### config.mk
export PLATFORM = sky130hd
export DESIGN_NAME = multicycle_control_unit_flat
export DESIGN_NICKNAME = d
export VERILOG_FILES = /design/src/rtl/multicycle_control_unit_if.sv /design/src/rtl/multicycle_control_unit.sv /design/src/flat_wrapper.sv
export SDC_FILE = /design/constraint.sdc
export NUM_CORES = 1
export LEC_CHECK = 0
export ABC_AREA = 1
export ABC_CLOCK_PERIOD_IN_PS = 1900
export BUFFER_PORTS_ARGS = -buffer_cell sky130_fd_sc_hd__buf_4
export CAP_MARGIN = 30
export CELL_PAD_IN_SITES_DETAIL_PLACEMENT = 0
export CELL_PAD_IN_SITES_GLOBAL_PLACEMENT = 1
export CORE_MARGIN = 2
export CORE_UTILIZATION = 37
export DETAILED_ROUTE_END_ITERATION = 8
export GPL_TIMING_DRIVEN = 0
export PLACE_DENSITY = 0.92
export SYNTH_ARGS = -nofsm -noshare
export SYNTH_HDL_FRONTEND = slang
export SYNTH_SLANG_ARGS = --single-unit
### constraint.sdc
create_clock -name clk -period 1.9 [get_ports clk]
set_input_delay 0.38 -clock clk [delete_from_list [all_inputs] [get_ports clk]]
set_output_delay 0.38 -clock clk [all_outputs]
set_load 0.02 [all_outputs]
### src/rtl/multicycle_control_unit_if.sv
// Control bundle between the multicycle control unit and the datapath/memories.
// master = control unit side, slave = datapath/memory side.
interface multicycle_control_unit_if #(
    parameter int CNT_W = 32
);
    logic [6:0]       opcode;
    logic [2:0]       funct3;
    logic [6:0]       funct7;
    logic             imem_ready;
    logic             dmem_ready;
    logic             trap_clr;
    logic             imem_req;
    logic             ir_wr;
    logic             pc_wr;
    logic             dmem_req;
    logic             AluaSrc;
    logic             AlubSrc;
    logic [2:0]       immsrc;
    logic [3:0]       AluOp;
    logic [4:0]       BrOp;
    logic             DMWr;
    logic [2:0]       DMCTrl;
    logic             RuWr;
    logic [1:0]       RuDataWrSrc;
    logic             trap;
    logic [1:0]       trap_cause;
    logic [CNT_W-1:0] instret;

    modport master (
        input  opcode, funct3, funct7, imem_ready, dmem_ready, trap_clr,
        output imem_req, ir_wr, pc_wr, dmem_req, AluaSrc, AlubSrc, immsrc, AluOp,
               BrOp, DMWr, DMCTrl, RuWr, RuDataWrSrc, trap, trap_cause, instret
    );

    modport slave (
        output opcode, funct3, funct7, imem_ready, dmem_ready, trap_clr,
        input  imem_req, ir_wr, pc_wr, dmem_req, AluaSrc, AlubSrc, immsrc, AluOp,
               BrOp, DMWr, DMCTrl, RuWr, RuDataWrSrc, trap, trap_cause, instret
    );
endinterface

### src/rtl/multicycle_control_unit.sv
// Multicycle RV32I control unit: FETCH/DECODE/EXEC/MEM/WB sequencing with
// variable-latency memory handshakes, memory watchdog, illegal-opcode trap and instret.
module multicycle_control_unit #(
    parameter int TIMEOUT_CYCLES  = 16,
    parameter int CNT_W           = 32,
    parameter bit TRAP_ON_ILLEGAL = 1'b1
) (
    input logic clk,
    input logic rst,
    multicycle_control_unit_if.master bus
);
    localparam int WAIT_W = (TIMEOUT_CYCLES > 1) ? $clog2(TIMEOUT_CYCLES) : 1;
    localparam logic [WAIT_W-1:0] WAIT_LAST = WAIT_W'(TIMEOUT_CYCLES - 1);

    localparam logic [6:0] OP_R      = 7'b0110011;
    localparam logic [6:0] OP_IMM    = 7'b0010011;
    localparam logic [6:0] OP_LOAD   = 7'b0000011;
    localparam logic [6:0] OP_STORE  = 7'b0100011;
    localparam logic [6:0] OP_BRANCH = 7'b1100011;
    localparam logic [6:0] OP_JAL    = 7'b1101111;
    localparam logic [6:0] OP_JALR   = 7'b1100111;
    localparam logic [6:0] OP_LUI    = 7'b0110111;
    localparam logic [6:0] OP_AUIPC  = 7'b0010111;
    localparam logic [6:0] OP_FENCE  = 7'b0001111;

    typedef enum logic [2:0] {
        S_FETCH, S_DECODE, S_EXEC, S_MEM, S_WB, S_TRAP
    } state_t;

    state_t            state, state_n;
    logic [WAIT_W-1:0] wait_cnt;
    logic [1:0]        cause, cause_n;
    logic [CNT_W-1:0]  instret_q;

    logic is_r, is_opimm, is_load, is_store, is_branch;
    logic is_jal, is_jalr, is_lui, is_auipc, is_fence, is_legal;

    logic       alua_d, alub_d;
    logic [2:0] immsrc_d, dmctrl_d;
    logic [3:0] aluop_d;
    logic [4:0] brop_d;
    logic [1:0] wbsrc_d;
    logic       dec_en;

    logic imem_req, ir_wr, pc_wr, dmem_req, dmwr, ruwr;
    logic unused_funct7;

    assign unused_funct7 = ^{bus.funct7[6], bus.funct7[4:0]};

    assign is_r      = (bus.opcode == OP_R);
    assign is_opimm  = (bus.opcode == OP_IMM);
    assign is_load   = (bus.opcode == OP_LOAD);
    assign is_store  = (bus.opcode == OP_STORE);
    assign is_branch = (bus.opcode == OP_BRANCH);
    assign is_jal    = (bus.opcode == OP_JAL);
    assign is_jalr   = (bus.opcode == OP_JALR);
    assign is_lui    = (bus.opcode == OP_LUI);
    assign is_auipc  = (bus.opcode == OP_AUIPC);
    assign is_fence  = (bus.opcode == OP_FENCE);
    assign is_legal  = is_r | is_opimm | is_load | is_store | is_branch |
                       is_jal | is_jalr | is_lui | is_auipc | is_fence;

    always_comb begin
        alua_d   = 1'b0;
        alub_d   = ~is_r;
        immsrc_d = 3'b000;
        aluop_d  = 4'b0000;
        brop_d   = 5'b00000;
        dmctrl_d = 3'b011;
        wbsrc_d  = 2'b00;
        if (is_r) aluop_d = {bus.funct7[5], bus.funct3};
        // Only SRAI among the immediate ops takes its variant bit from funct7.
        if (is_opimm) aluop_d = (bus.funct3 == 3'b101) ? {bus.funct7[5], 3'b101}
                                                       : {1'b0, bus.funct3};
        if (is_lui) begin
            immsrc_d = 3'b010;
            aluop_d  = 4'b1011;
        end
        if (is_auipc) begin
            immsrc_d = 3'b010;
            alua_d   = 1'b1;
        end
        if (is_store) begin
            immsrc_d = 3'b001;
            dmctrl_d = bus.funct3;
        end
        if (is_load) begin
            dmctrl_d = bus.funct3;
            wbsrc_d  = 2'b01;
        end
        if (is_branch) begin
            immsrc_d = 3'b101;
            alua_d   = 1'b1;
            brop_d   = {2'b01, bus.funct3};
        end
        if (is_jal) begin
            immsrc_d = 3'b110;
            alua_d   = 1'b1;
            brop_d   = 5'b10000;
            wbsrc_d  = 2'b10;
        end
        if (is_jalr) begin
            brop_d  = 5'b10000;
            wbsrc_d = 2'b10;
        end
    end

    always_comb begin
        state_n  = state;
        cause_n  = cause;
        imem_req = 1'b0;
        ir_wr    = 1'b0;
        pc_wr    = 1'b0;
        dmem_req = 1'b0;
        dmwr     = 1'b0;
        ruwr     = 1'b0;
        case (state)
            S_FETCH: begin
                imem_req = 1'b1;
                // ir_wr is masked while rst is high so an abort never loads the IR.
                if (bus.imem_ready) begin
                    ir_wr   = ~rst;
                    state_n = S_DECODE;
                end else if (wait_cnt == WAIT_LAST) begin
                    state_n = S_TRAP;
                    cause_n = 2'b10;
                end
            end
            S_DECODE: begin
                if (!is_legal && TRAP_ON_ILLEGAL) begin
                    state_n = S_TRAP;
                    cause_n = 2'b01;
                end else begin
                    state_n = S_EXEC;
                end
            end
            S_EXEC: begin
                if (is_load || is_store) begin
                    state_n = S_MEM;
                end else if (is_branch || is_fence || !is_legal) begin
                    pc_wr   = 1'b1;
                    state_n = S_FETCH;
                end else begin
                    state_n = S_WB;
                end
            end
            S_MEM: begin
                dmem_req = 1'b1;
                dmwr     = is_store;
                if (bus.dmem_ready) begin
                    pc_wr   = is_store;
                    state_n = is_store ? S_FETCH : S_WB;
                end else if (wait_cnt == WAIT_LAST) begin
                    state_n = S_TRAP;
                    cause_n = 2'b11;
                end
            end
            S_WB: begin
                ruwr    = 1'b1;
                pc_wr   = 1'b1;
                state_n = S_FETCH;
            end
            S_TRAP: begin
                if (bus.trap_clr) begin
                    state_n = S_FETCH;
                    cause_n = 2'b00;
                end
            end
            default: state_n = S_FETCH;
        endcase
    end

    // The wait counter restarts on every state change, so it only ever
    // accumulates while FETCH or MEM is stalled on its ready.
    always_ff @(posedge clk or posedge rst) begin
        if (rst) begin
            state     <= S_FETCH;
            wait_cnt  <= '0;
            cause     <= 2'b00;
            instret_q <= '0;
        end else begin
            state <= state_n;
            cause <= cause_n;
            if (pc_wr) instret_q <= instret_q + CNT_W'(1);
            if (state_n != state) wait_cnt <= '0;
            else if (state == S_FETCH || state == S_MEM) wait_cnt <= wait_cnt + WAIT_W'(1);
        end
    end

    assign dec_en = (state == S_DECODE) || (state == S_EXEC) ||
                    (state == S_MEM) || (state == S_WB);

    assign bus.imem_req    = imem_req;
    assign bus.ir_wr       = ir_wr;
    assign bus.pc_wr       = pc_wr;
    assign bus.dmem_req    = dmem_req;
    assign bus.DMWr        = dmwr;
    assign bus.RuWr        = ruwr;
    assign bus.AluaSrc     = dec_en & alua_d;
    assign bus.AlubSrc     = dec_en & alub_d;
    assign bus.immsrc      = dec_en ? immsrc_d : 3'b000;
    assign bus.AluOp       = dec_en ? aluop_d  : 4'b0000;
    assign bus.BrOp        = dec_en ? brop_d   : 5'b00000;
    assign bus.DMCTrl      = dec_en ? dmctrl_d : 3'b000;
    assign bus.RuDataWrSrc = dec_en ? wbsrc_d  : 2'b00;
    assign bus.trap        = (state == S_TRAP);
    assign bus.trap_cause  = cause;
    assign bus.instret     = instret_q;
endmodule

### src/flat_wrapper.sv
// flat-port wrapper written by rule: the top's interface ports become plain ports
module multicycle_control_unit_flat 
#(
    parameter int TIMEOUT_CYCLES  = 16,
    parameter int CNT_W           = 32,
    parameter bit TRAP_ON_ILLEGAL = 1'b1
)
  (clk, rst, bus_opcode, bus_funct3, bus_funct7, bus_imem_ready, bus_dmem_ready, bus_trap_clr, bus_imem_req, bus_ir_wr, bus_pc_wr, bus_dmem_req, bus_AluaSrc, bus_AlubSrc, bus_immsrc, bus_AluOp, bus_BrOp, bus_DMWr, bus_DMCTrl, bus_RuWr, bus_RuDataWrSrc, bus_trap, bus_trap_cause, bus_instret);
  multicycle_control_unit_if #(.CNT_W(CNT_W)) bus_i ();
  input logic clk;
  input logic rst;
  input wire logic [$bits(bus_i.opcode)-1:0] bus_opcode;
  input wire logic [$bits(bus_i.funct3)-1:0] bus_funct3;
  input wire logic [$bits(bus_i.funct7)-1:0] bus_funct7;
  input wire logic [$bits(bus_i.imem_ready)-1:0] bus_imem_ready;
  input wire logic [$bits(bus_i.dmem_ready)-1:0] bus_dmem_ready;
  input wire logic [$bits(bus_i.trap_clr)-1:0] bus_trap_clr;
  output wire logic [$bits(bus_i.imem_req)-1:0] bus_imem_req;
  output wire logic [$bits(bus_i.ir_wr)-1:0] bus_ir_wr;
  output wire logic [$bits(bus_i.pc_wr)-1:0] bus_pc_wr;
  output wire logic [$bits(bus_i.dmem_req)-1:0] bus_dmem_req;
  output wire logic [$bits(bus_i.AluaSrc)-1:0] bus_AluaSrc;
  output wire logic [$bits(bus_i.AlubSrc)-1:0] bus_AlubSrc;
  output wire logic [$bits(bus_i.immsrc)-1:0] bus_immsrc;
  output wire logic [$bits(bus_i.AluOp)-1:0] bus_AluOp;
  output wire logic [$bits(bus_i.BrOp)-1:0] bus_BrOp;
  output wire logic [$bits(bus_i.DMWr)-1:0] bus_DMWr;
  output wire logic [$bits(bus_i.DMCTrl)-1:0] bus_DMCTrl;
  output wire logic [$bits(bus_i.RuWr)-1:0] bus_RuWr;
  output wire logic [$bits(bus_i.RuDataWrSrc)-1:0] bus_RuDataWrSrc;
  output wire logic [$bits(bus_i.trap)-1:0] bus_trap;
  output wire logic [$bits(bus_i.trap_cause)-1:0] bus_trap_cause;
  output wire logic [$bits(bus_i.instret)-1:0] bus_instret;
  assign bus_i.opcode = bus_opcode;
  assign bus_i.funct3 = bus_funct3;
  assign bus_i.funct7 = bus_funct7;
  assign bus_i.imem_ready = bus_imem_ready;
  assign bus_i.dmem_ready = bus_dmem_ready;
  assign bus_i.trap_clr = bus_trap_clr;
  assign bus_imem_req = bus_i.imem_req;
  assign bus_ir_wr = bus_i.ir_wr;
  assign bus_pc_wr = bus_i.pc_wr;
  assign bus_dmem_req = bus_i.dmem_req;
  assign bus_AluaSrc = bus_i.AluaSrc;
  assign bus_AlubSrc = bus_i.AlubSrc;
  assign bus_immsrc = bus_i.immsrc;
  assign bus_AluOp = bus_i.AluOp;
  assign bus_BrOp = bus_i.BrOp;
  assign bus_DMWr = bus_i.DMWr;
  assign bus_DMCTrl = bus_i.DMCTrl;
  assign bus_RuWr = bus_i.RuWr;
  assign bus_RuDataWrSrc = bus_i.RuDataWrSrc;
  assign bus_trap = bus_i.trap;
  assign bus_trap_cause = bus_i.trap_cause;
  assign bus_instret = bus_i.instret;
  multicycle_control_unit #(.TIMEOUT_CYCLES(TIMEOUT_CYCLES), .CNT_W(CNT_W), .TRAP_ON_ILLEGAL(TRAP_ON_ILLEGAL)) u_core (.clk(clk), .rst(rst), .bus(bus_i));
endmodule
==> results of run 1 <==
-- cell type report --
type / count / share of cell area [%]
sequential: 41 / 24.6
inverter: 58 / 5.44
clock buffer: 7 / 2.06
buffer: 7 / 1.91
tap: 102 / 3.05
timing repair buffer: 97 / 18.8
multi-input combinational: 329 / 43.3
clock inverter: 1 / 0.718
-- power breakdown --
part / leakage, nW / switching [W] / internal [W]
Clock: 0.0585 / 0.000314 / 0.000429
Combinational: 1.44 / 0.00133 / 0.00108
Sequential: 0.556 / 0.000183 / 0.000996
-- cells in the mapped netlist, types with 2 or more instances --
master,count,area (um^2)
nand2_1,139,522
nor2_1,53,199
inv_1,49,184
dfrtp_1,41,1030
xor2_1,22,193
nor3_1,20,100
nand3_1,17,85.1
o21ai_1,14,70.1
a21oi_1,8,40.0
inv_2,8,30.0
nand4_1,7,43.8
o21ai_0,7,35.0
nor4_1,6,37.5
xnor2_1,6,52.6
buf_4,5,37.5
nand2_2,3,18.8
nand3b_1,3,22.5
nor3_2,3,30.0
o211ai_1,3,22.5
buf_2,2,10.0
buf_6,2,22.5
ha_1,2,25.0
nand3_2,2,20.0
nor2_2,2,12.5
-- through the flow --
stage | util (%) | total power, W | TNS (ps)
finish | 54.1 | 0.00433 | -5070
detailed placement | 47.7 | 0.00292 | -7600
global route | 54.1 | 0.00460 | -9170
CTS | 52.6 | 0.00417 | -4870
floorplan | - | 0.00234 | -831
global placement | 47.7 | 0.00290 | -9410
-- worst min-delay path by stage --
stage | startpoint | end | slack, ps
6_report | rst | u_core.bus.trap_cause[1] | 270
5_1_grt | rst | u_core.wait_cnt[1] | 360
4_1_cts | rst | u_core.bus.trap_cause[1] | 320
3_5_place_dp | u_core.bus.trap_cause[1] | u_core.bus.trap_cause[1] | 460
3_3_place_gp | u_core.bus.trap_cause[1] | u_core.bus.trap_cause[1] | 470
2_1_floorplan | u_core.wait_cnt[3] | u_core.wait_cnt[3] | 520
-- critical path: stages (launching register included) --
cell and delay [ps]:
dfrtp_2 480, nor2_4 150, inv_2 60, nor2_4 120, nor4_4 60, buf_6 130
or3_4 320, inv_2 70, buf_4 100, buf_6 100
-- repair_timing --
action                                  in CTS  in global routing
gates resized for setup                     33                 25
hold buffers                                 0                  0
endpoints found under the setup margin      22                 58
buffers inserted                            18                  5
pin swaps                                    8                 11
gates cloned                                 1                  0
-- registers in the layout, summed over array words and instances (netlist names) --
signal and count:
u_core.bus.instret 32, u_core.bus.trap_cause 2, u_core.state 3, u_core.wait_cnt 4
-- metal layers --
metal	part of all wire [%]	wire [um]	up-vias	GRT usage [%]
li1	-	-	1592	-
met1	43	3770	1458	25.1
met2	51	4460	71	36.0
met3	3.8	327	12	4.19
met4	1.6	136	0	5.51
met5	0	0	-	0
-- logic make-up after synthesis --
group,after synthesis,synth area share [%]
flip-flops,41,34.7
adder cells (fa/ha/maj),2,0.847
multiplexers,1,0.339
AND/OR/NAND/NOR,260,38.4
buffers and inverters,67,9.83
XOR/XNOR,28,8.30
AO/OA/AOI/OAI,38,7.54
==> flow_summary.rst, run 1 <==
.. list-table::
   :header-rows: 1

   * - Metric
     - Value
   * - Status
     - finished with violations
   * - Failing checks
     - negative setup slack
   * - Synth Instances
     - 437
   * - Placed Instances
     - 613
   * - Routed wire per std cell
     - 13.5 um
   * - Grt ovf
     - 0
   * - CTS Root Buffer Type
     - clkbuf_8
   * - Share of the yosys chip area belonging to registers
     - 34.7%
   * - Mean area per synthesized cell
     - 6.76 um^2
   * - Number of global-route vias before repair
     - 3036
   * - Number of iterations in the first detailed-routing pass
     - 4
   * - Clk buf depth
     - 2
   * - Critical Path Source Type
     - flop
   * - Setup repair after global routing missed its margin
     - yes
   * - Area after DPL
     - 3690 um^2
   * - Synth Register Bits
     - 41
   * - Time the final worst path needs with I/O delays and setup
     - 2270 ps
   * - Worst Path Class, Setup
     - flop to primary output
   * - Die Y
     - 93.4 um
   * - Number of input and output port buffers inserted
     - 74
   * - Launch point of the critical path
     - u_core.state[0]
   * - Total leakage power
     - 2.06 nW
   * - Initial antenna violation count
     - 0
   * - Detailed-route wire length
     - 8.70 mm
   * - Number of vias after detailed routing
     - 3133
   * - Ports
     - 82
   * - Worst r2r dst
     - u_core.bus.instret[8]
   * - Number of maximum-capacitance violations
     - 0
   * - Global-route wire length before repair
     - 14.2 mm
   * - Number of design rule violations left after detail routing
     - 0
   * - Via count normalized by instance count
     - 4.88
   * - Overall global routing resource usage
     - 20.4%
   * - Synth Cell Area
     - 2950 um^2
   * - Max FO, Critical Path
     - 7
   * - Worst-case setup slack after placement
     - -398 ps
   * - Final Hold Viols
     - 0
   * - Highest Clock Rate
     - 0.441 GHz
   * - TritonCTS clock tree
     - yes
   * - Sequential cell area
     - 1030 um^2
   * - ANT nets after route
     - 0
   * - Drt first-iter violations
     - 118
   * - # diodes
     - 0
   * - Register-to-Register Setup Slack
     - 20 ps
   * - Worst-case reg-to-reg path depth
     - 14
   * - Area used by multi-input combinational logic
     - 1810 um^2
   * - Min Hold Slack
     - 270 ps
   * - Worst vdd ir
     - 903 uV
   * - Post-Layout Cell Count
     - 642
   * - HPWL Detailed
     - 6.32 mm
   * - Clock Skew
     - 7.42 ps
   * - Clock buffers created by TritonCTS
     - 5
   * - Final clock period utilization by the worst path
     - 119%
   * - Deepest level of the CTS H-tree
     - 2
   * - Nets in the synthesized netlist
     - 461
   * - Power density over the cells
     - 1040 nW/um^2
   * - Distinct cells, synth
     - 37
   * - Source-to-sink clock delay at the later pin of the worst-skew pair
     - 300 ps
   * - Max-slew violation total from the final report
     - 0
   * - Setup-failing EPs final
     - 20
   * - Critical Path Sink Type
     - primary output
   * - Worst slew pin tran
     - 870 ps
   * - Worst-case setup margin in the final layout
     - -366 ps
   * - Core outline area
     - 7730 um^2
   * - Overall die width
     - 93.4 um
   * - Required time of the critical path
     - 1520 ps
   * - Final weighted congestion of routability-driven global placement
     - 0.948
   * - Final nets
     - 563
   * - Pin count of the biggest net entering global routing
     - 42
   * - Critical path data arrival time
     - 1890 ps
   * - End point of the critical path
     - bus_RuDataWrSrc[1]
   * - Clock transition time at the flip-flop clock pins of the worst setup and hold paths
     - 80 ps
   * - Number of flops mapped to enable cells by yosys
     - 0
   * - Worst R2R Start
     - u_core.state[0]
   * - Most frequent standard cell in the layout excluding fill and tap cells
     - nand2_1
   * - Area added between synthesis and finish
     - 41.6%
   * - Final std cell area, no fill
     - 4180 um^2
   * - CTS sink cnt
     - 41
   * - Num rows
     - 32
   * - Ys flop type
     - dfrtp_1
   * - Die Area
     - 8720 um^2
   * - Number of fill cells
     - 727
   * - Type of the most critical hold path
     - input port to async pin
   * - Initial core utilization
     - 38.2%
   * - Synthesis warning total
     - 0
   * - Worst slew slack as a fraction of its limit
     - 41.9%
   * - Most used cells in the layout excluding fill and tap cells
     - nand2_1 (136), buf_4 (93), inv_1 (43)
   * - Share of synthesized registers carrying an async set or reset
     - 100%
   * - Share of final-layout standard cells stronger than drive strength 1
     - 32.2%
(Power assumes the default switching activity.)
==> inputs of run 2 (changes only) <==
==> constraint.sdc (replaced) <==
create_clock -name clk -period 1.9 [get_ports clk]
set_input_delay 0.19 -clock clk [delete_from_list [all_inputs] [get_ports clk]]
set_output_delay 0.19 -clock clk [all_outputs]
set_load 0.02 [all_outputs]
==> flow_summary.rst, run 2 (synthesis gave the netlist of run 1 again) <==
.. list-table::
   :header-rows: 1

   * - Metric
     - Value
   * - Die Y
     - 93.4 um
   * - Clock buffers created by TritonCTS
     - 5
   * - Routed wire per std cell
     - 13.3 um
   * - Number of buffer and inverter stages on the critical path
     - 5
   * - Failing checks
     - negative setup slack
   * - Max FO, Critical Path
     - 5
   * - Type of the most critical hold path
     - input port to async pin
   * - Setup repair after global routing missed its margin
     - yes
   * - Time the final worst path needs with I/O delays and setup
     - 2080 ps
   * - Worst vdd ir
     - 555 uV
   * - Overall global routing resource usage
     - 20.4%
   * - Met3 Use GR
     - 3.06%
   * - Via count normalized by instance count
     - 4.97
   * - Final clock period utilization by the worst path
     - 109%
   * - Number of input and output port buffers inserted
     - 74
   * - Slowest cell delay on critical path
     - 470 ps
   * - Critical Path Source Type
     - flop
   * - Area added between synthesis and finish
     - 42.7%
   * - Worst slew slack as a fraction of its limit
     - 41.8%
   * - Ports
     - 82
   * - Highest Clock Rate
     - 0.481 GHz
   * - Clock network fraction of total power
     - 17.7%
   * - Flip-flop count of the largest register, all copies and words added
     - 32
   * - Top Family by Delay on Critical Path
     - simple AND/OR/NAND/NOR gates
   * - Placed Instances
     - 613
   * - Worst-case setup margin in the final layout
     - -180 ps
   * - ANT nets after route
     - 0
   * - Min Hold Slack
     - 80.4 ps
   * - # diodes
     - 0
   * - Post-Layout Cell Count
     - 652
   * - Design internal power
     - 0.00247 W
   * - Grt ovf
     - 0
   * - Part of the power in registers
     - 27.5%
   * - Cell type of the slowest stage on the worst timing path
     - dfrtp_2
   * - Worst slew pin tran
     - 871 ps
   * - Power density over the cells
     - 1020 nW/um^2
   * - Final Hold Viols
     - 0
   * - Initial core utilization
     - 38.2%
   * - Number of global-route vias before repair
     - 3050
   * - Worst-case setup slack after placement
     - -233 ps
   * - Total leakage power
     - 2.10 nW
   * - Number of design rule violations left after detail routing
     - 0
   * - TritonCTS clock tree
     - yes
   * - Final std cell area, no fill
     - 4210 um^2
   * - Detailed-route wire length
     - 8.70 mm
   * - Worst Path Class, Setup
     - flop to primary output
   * - Number of iterations in the first detailed-routing pass
     - 5
   * - Reported net switching power
     - 0.00183 W
   * - Deepest level of the CTS H-tree
     - 2
   * - Number of fill cells
     - 745
   * - Number of vias after detailed routing
     - 3238
   * - Required time of the critical path
     - 1710 ps
   * - Initial antenna violation count
     - 0
   * - Fraction of met2 tracks used by global routing
     - 33.4%
   * - Clock Skew
     - 5.33 ps
   * - Final nets
     - 573
   * - CTS sink cnt
     - 41
   * - Core outline area
     - 7730 um^2
   * - Num rows
     - 32
   * - Global-route wire length before repair
     - 14.4 mm
   * - Most frequent standard cell in the layout excluding fill and tap cells
     - nand2_1
   * - Overall die width
     - 93.4 um
   * - Share of total power consumed by net switching
     - 42.5%
   * - Die Area
     - 8720 um^2
   * - Source-to-sink clock delay at the later pin of the worst-skew pair
     - 300 ps
   * - Number of maximum-capacitance violations
     - 0
   * - Status
     - finished with violations
   * - Area after DPL
     - 3650 um^2
   * - Critical path data arrival time
     - 1890 ps
   * - Peak-usage layer in the global routing report
     - met2
   * - Met1 Resource Use GR
     - 27.9%
   * - CTS Root Buffer Type
     - clkbuf_8
   * - Critical Path Sink Type
     - primary output
   * - HPWL Detailed
     - 6.39 mm
   * - Proportion of power drawn by combinational gates
     - 54.8%
   * - Final total power
     - 0.00430 W
   * - Max-slew violation total from the final report
     - 0
   * - CTS Hold Buffers Added
     - 0
   * - Pin count of the biggest net entering global routing
     - 42
   * - Cell breakdown of the critical path
     - inv_2 -> nand2_4 -> nor2_4 -> nor4_4 -> buf_4 -> or3_4 -> inv_2 -> buf_4 -> buf_6
   * - Clk buf depth
     - 2
   * - Setup-failing EPs final
     - 18
   * - Final weighted congestion of routability-driven global placement
     - 0.902
   * - Share of final-layout standard cells stronger than drive strength 1
     - 32.5%
   * - Most used cells in the layout excluding fill and tap cells
     - nand2_1 (136), buf_4 (99), nor2_1 (45)
   * - Clock transition time at the flip-flop clock pins of the worst setup and hold paths
     - 80 ps
   * - Drt first-iter violations
     - 168
## run 2: cell types whose count changed in the layout (fill, tap and decap cells not counted), sizes merged
cell | before | now
buf | 103 | 113
bufbuf | 1 | 0
clkinvlp | 0 | 1
## run 2: power by group through the flow
stage          sequential, W  clock, W  combinational, W
2_1_floorplan        0.00124         0           0.00107
3_3_place_gp         0.00117         0           0.00172
3_5_place_dp         0.00118         0           0.00174
4_1_cts              0.00117  0.000765           0.00212
5_1_grt              0.00120  0.000800           0.00257
6_report             0.00118  0.000759           0.00236
## run 2: final cells by class
type	count	area, um^2	share of cell area [%]
Timing Repair Buffer	106	846	20.1
Buffer	8	75.1	1.78
Tap cell	102	128	3.03
Clock inverter	2	37.5	0.891
Sequential cell	41	1030	24.5
Multi-Input combinational cell	329	1790	42.5
Clock buffer	6	82.6	1.96
Inverter	58	225	5.34
## run 2: repair_timing
action	CTS	global route
setup endpoints to repair	22	38
gates resized for setup	27	28
setup buffers	20	14
pin swaps	8	11
## run 2: per-stage QoR
step | TNS, ps | util (%)
2_1_floorplan | 0 | -
3_3_place_gp | -2490 | 47.2
3_5_place_dp | -2810 | 47.2
4_1_cts | -2230 | 51.8
5_1_grt | -4170 | 54.5
6_report | -1810 | 54.5
## run 2: path summary, 6_finish.rpt
path | startpoint | slack (ps) | depth (start not counted) | end
hold / removal | rst | 80 | 2 | u_core.bus.trap_cause[1]
max in group asynchronous | rst | 1220 | 2 | u_core.bus.instret[4]
min in group clk | bus_imem_ready | 330 | 5 | u_core.bus.trap_cause[1]
setup / recovery | u_core.state[1] | -180 | 9 | bus_RuDataWrSrc[1]
hold reg to reg | u_core.bus.trap_cause[1] | 490 | 2 | u_core.bus.trap_cause[1]
setup reg to reg | u_core.bus.instret[0] | 100 | 9 | u_core.bus.instret[30]
## run 2: layer usage
layer  vias up  wire length (um)
li1       1617                 -
met4         0               182
met5         -                 0
met1      1497              4040
met2       106              3980
met3        18               507
==> inputs of run 3 (changes only) <==
Settings changed: GPL_TIMING_DRIVEN 0 to default.
==> flow_summary.rst, run 3 (synthesis gave the netlist of run 1 again) <==
.. list-table::
   :header-rows: 1

   * - Metric
     - Value
   * - Min Hold Slack
     - 36.0 ps
   * - Overall die width
     - 93.4 um
   * - Global-route wire length before repair
     - 13.6 mm
   * - Final clock period utilization by the worst path
     - 107%
   * - Flip-flop count of the largest register, all copies and words added
     - 32
   * - ANT nets after route
     - 0
   * - TritonCTS clock tree
     - yes
   * - Setup-failing EPs final
     - 17
   * - Clock Skew
     - 3.79 ps
   * - Worst slew slack as a fraction of its limit
     - 64.5%
   * - Initial antenna violation count
     - 0
   * - Worst slew pin tran
     - 533 ps
   * - Final nets
     - 576
   * - Deepest level of the CTS H-tree
     - 2
   * - Source-to-sink clock delay at the later pin of the worst-skew pair
     - 300 ps
   * - Initial core utilization
     - 38.2%
   * - Max-slew violation total from the final report
     - 0
   * - Pin count of the biggest net entering global routing
     - 42
   * - Number of global-route vias before repair
     - 2913
   * - Share of total power consumed by net switching
     - 43.3%
   * - Ports
     - 82
   * - Number of input and output port buffers inserted
     - 75
   * - Highest Clock Rate
     - 0.493 GHz
   * - Grt ovf
     - 0
   * - Clock buffers created by TritonCTS
     - 5
   * - Overall global routing resource usage
     - 19.5%
   * - Most used cells in the layout excluding fill and tap cells
     - nand2_1 (117), buf_4 (97), inv_1 (43)
   * - Status
     - finished with violations
   * - Power density over the cells
     - 1040 nW/um^2
   * - CTS Hold Buffers Added
     - 0
   * - Max FO, Critical Path
     - 8
   * - Number of maximum-capacitance violations
     - 0
   * - Setup repair after global routing missed its margin
     - yes
   * - Failing checks
     - negative setup slack
   * - Die Area
     - 8720 um^2
   * - Final Hold Viols
     - 0
   * - HPWL Detailed
     - 6.24 mm
   * - Worst Path Class, Setup
     - flop to primary output
   * - Part of the power in registers
     - 25.4%
   * - Critical path data arrival time
     - 1840 ps
   * - Reported net switching power
     - 0.00199 W
   * - Routed wire per std cell
     - 13.7 um
   * - CTS sink cnt
     - 41
   * - Proportion of power drawn by combinational gates
     - 59.4%
   * - Type of the most critical hold path
     - input port to async pin
   * - CTS Root Buffer Type
     - clkbuf_8
   * - Area added between synthesis and finish
     - 49.7%
   * - Placed Instances
     - 623
   * - Total leakage power
     - 2.19 nW
   * - Number of iterations in the first detailed-routing pass
     - 4
   * - # diodes
     - 0
   * - Final weighted congestion of routability-driven global placement
     - 0.893
   * - Drt first-iter violations
     - 234
   * - Clock network fraction of total power
     - 15.1%
   * - Worst vdd ir
     - 607 uV
   * - Register-to-Register Setup Slack
     - 40 ps
   * - Required time of the critical path
     - 1710 ps
   * - Cell breakdown of the critical path
     - nor2_4 -> inv_2 -> nor2_4 -> nor4_4 -> buf_6 -> or3_4 -> inv_4 -> buf_6
   * - Core outline area
     - 7730 um^2
   * - Time the final worst path needs with I/O delays and setup
     - 2030 ps
   * - Cell type of the slowest stage on the worst timing path
     - dfrtp_2
   * - Worst-case setup margin in the final layout
     - -128 ps
   * - Via count normalized by instance count
     - 4.97
   * - Most frequent standard cell in the layout excluding fill and tap cells
     - nand2_1
   * - Detailed-route wire length
     - 8.94 mm
   * - Critical Path Sink Type
     - primary output
   * - Number of design rule violations left after detail routing
     - 0
   * - Num rows
     - 32
   * - Clk buf depth
     - 2
   * - Share of final-layout standard cells stronger than drive strength 1
     - 38.4%
   * - Die Y
     - 93.4 um
   * - Slowest cell delay on critical path
     - 490 ps
   * - Design internal power
     - 0.00260 W
   * - Clock transition time at the flip-flop clock pins of the worst setup and hold paths
     - 80 ps
   * - Post-Layout Cell Count
     - 654
   * - Critical Path Source Type
     - flop
   * - Number of vias after detailed routing
     - 3251
==> run 3: power groups by stage <==
stage,Combinational [W],Sequential (W),Clock (W)
after global routing,0.00292,0.00119,0.000748
after floorplan,0.00107,0.00124,0
after detailed placement,0.00181,0.00116,0
after global placement,0.00177,0.00115,0
final,0.00273,0.00117,0.000693
after CTS,0.00213,0.00115,0.000714
==> run 3: what timing repair did <==
action                     4_1_cts  5_1_grt
cloned                           1        2
hold endpoints to repair         0        0
setup buffers                   12       11
gates resized for setup         20       86
pin swaps                        3       21
setup endpoints to repair       20       44
==> run 3: cell type report <==
type / instances / area, um^2
multi-input cells: 329 / 1940
repair buffers: 117 / 996
clock inverters: 2 / 35.0
well taps: 102 / 128
fillers: 711 / 3300
flip-flops and latches: 41 / 1030
clock buffers: 5 / 68.8
inverters: 58 / 230
==> run 3: layer usage <==
| layer | vias up | track usage, % | share of wire [%] |
|---|---|---|---|
| li1 | 1618 | - | - |
| met1 | 1521 | 26.3 | 44 |
| met2 | 102 | 32.8 | 49 |
| met3 | 10 | 2.74 | 5.7 |
| met4 | 0 | 5.51 | 1.4 |
| met5 | - | 0 | 0 |
==> run 3: final timing paths <==
| path | from | end | depth (start not counted) |
|---|---|---|---|
| max in group asynchronous | rst | u_core.state[0] | 3 |
| hold reg to reg | u_core.bus.trap_cause[0] | u_core.bus.trap_cause[0] | 2 |
| setup / recovery | u_core.state[0] | bus_BrOp[4] | 8 |
| hold / removal | rst | u_core.wait_cnt[1] | 3 |
| setup reg to reg | u_core.state[0] | u_core.bus.instret[20] | 13 |
| min in group clk | bus_trap_clr | u_core.wait_cnt[0] | 6 |
==> run 3: worst max-delay path, delay by kind of cell (launching register included) <==
kind | cells | cell delay, ps
buffers and inverters | 4 | 380
flip-flops | 1 | 490
AND/OR/NAND/NOR | 4 | 670
==> run 3: through the flow <==
stage / utilization (%) / setup TNS, ps / area (um^2) / worst slack [ps] / total power [W]
final: 57.2 / -862 / 4420 / -128 / 0.00459
after global routing: 57.2 / -2430 / 4420 / -165 / 0.00486
after CTS: 51.8 / -679 / 4010 / -118 / 0.00399
after detailed placement: 48.3 / 0 / 3740 / 73.1 / 0.00297
after global placement: 48.3 / 0 / 3740 / 110 / 0.00293
after floorplan: - / 0 / 2970 / 5.27 / 0.00231
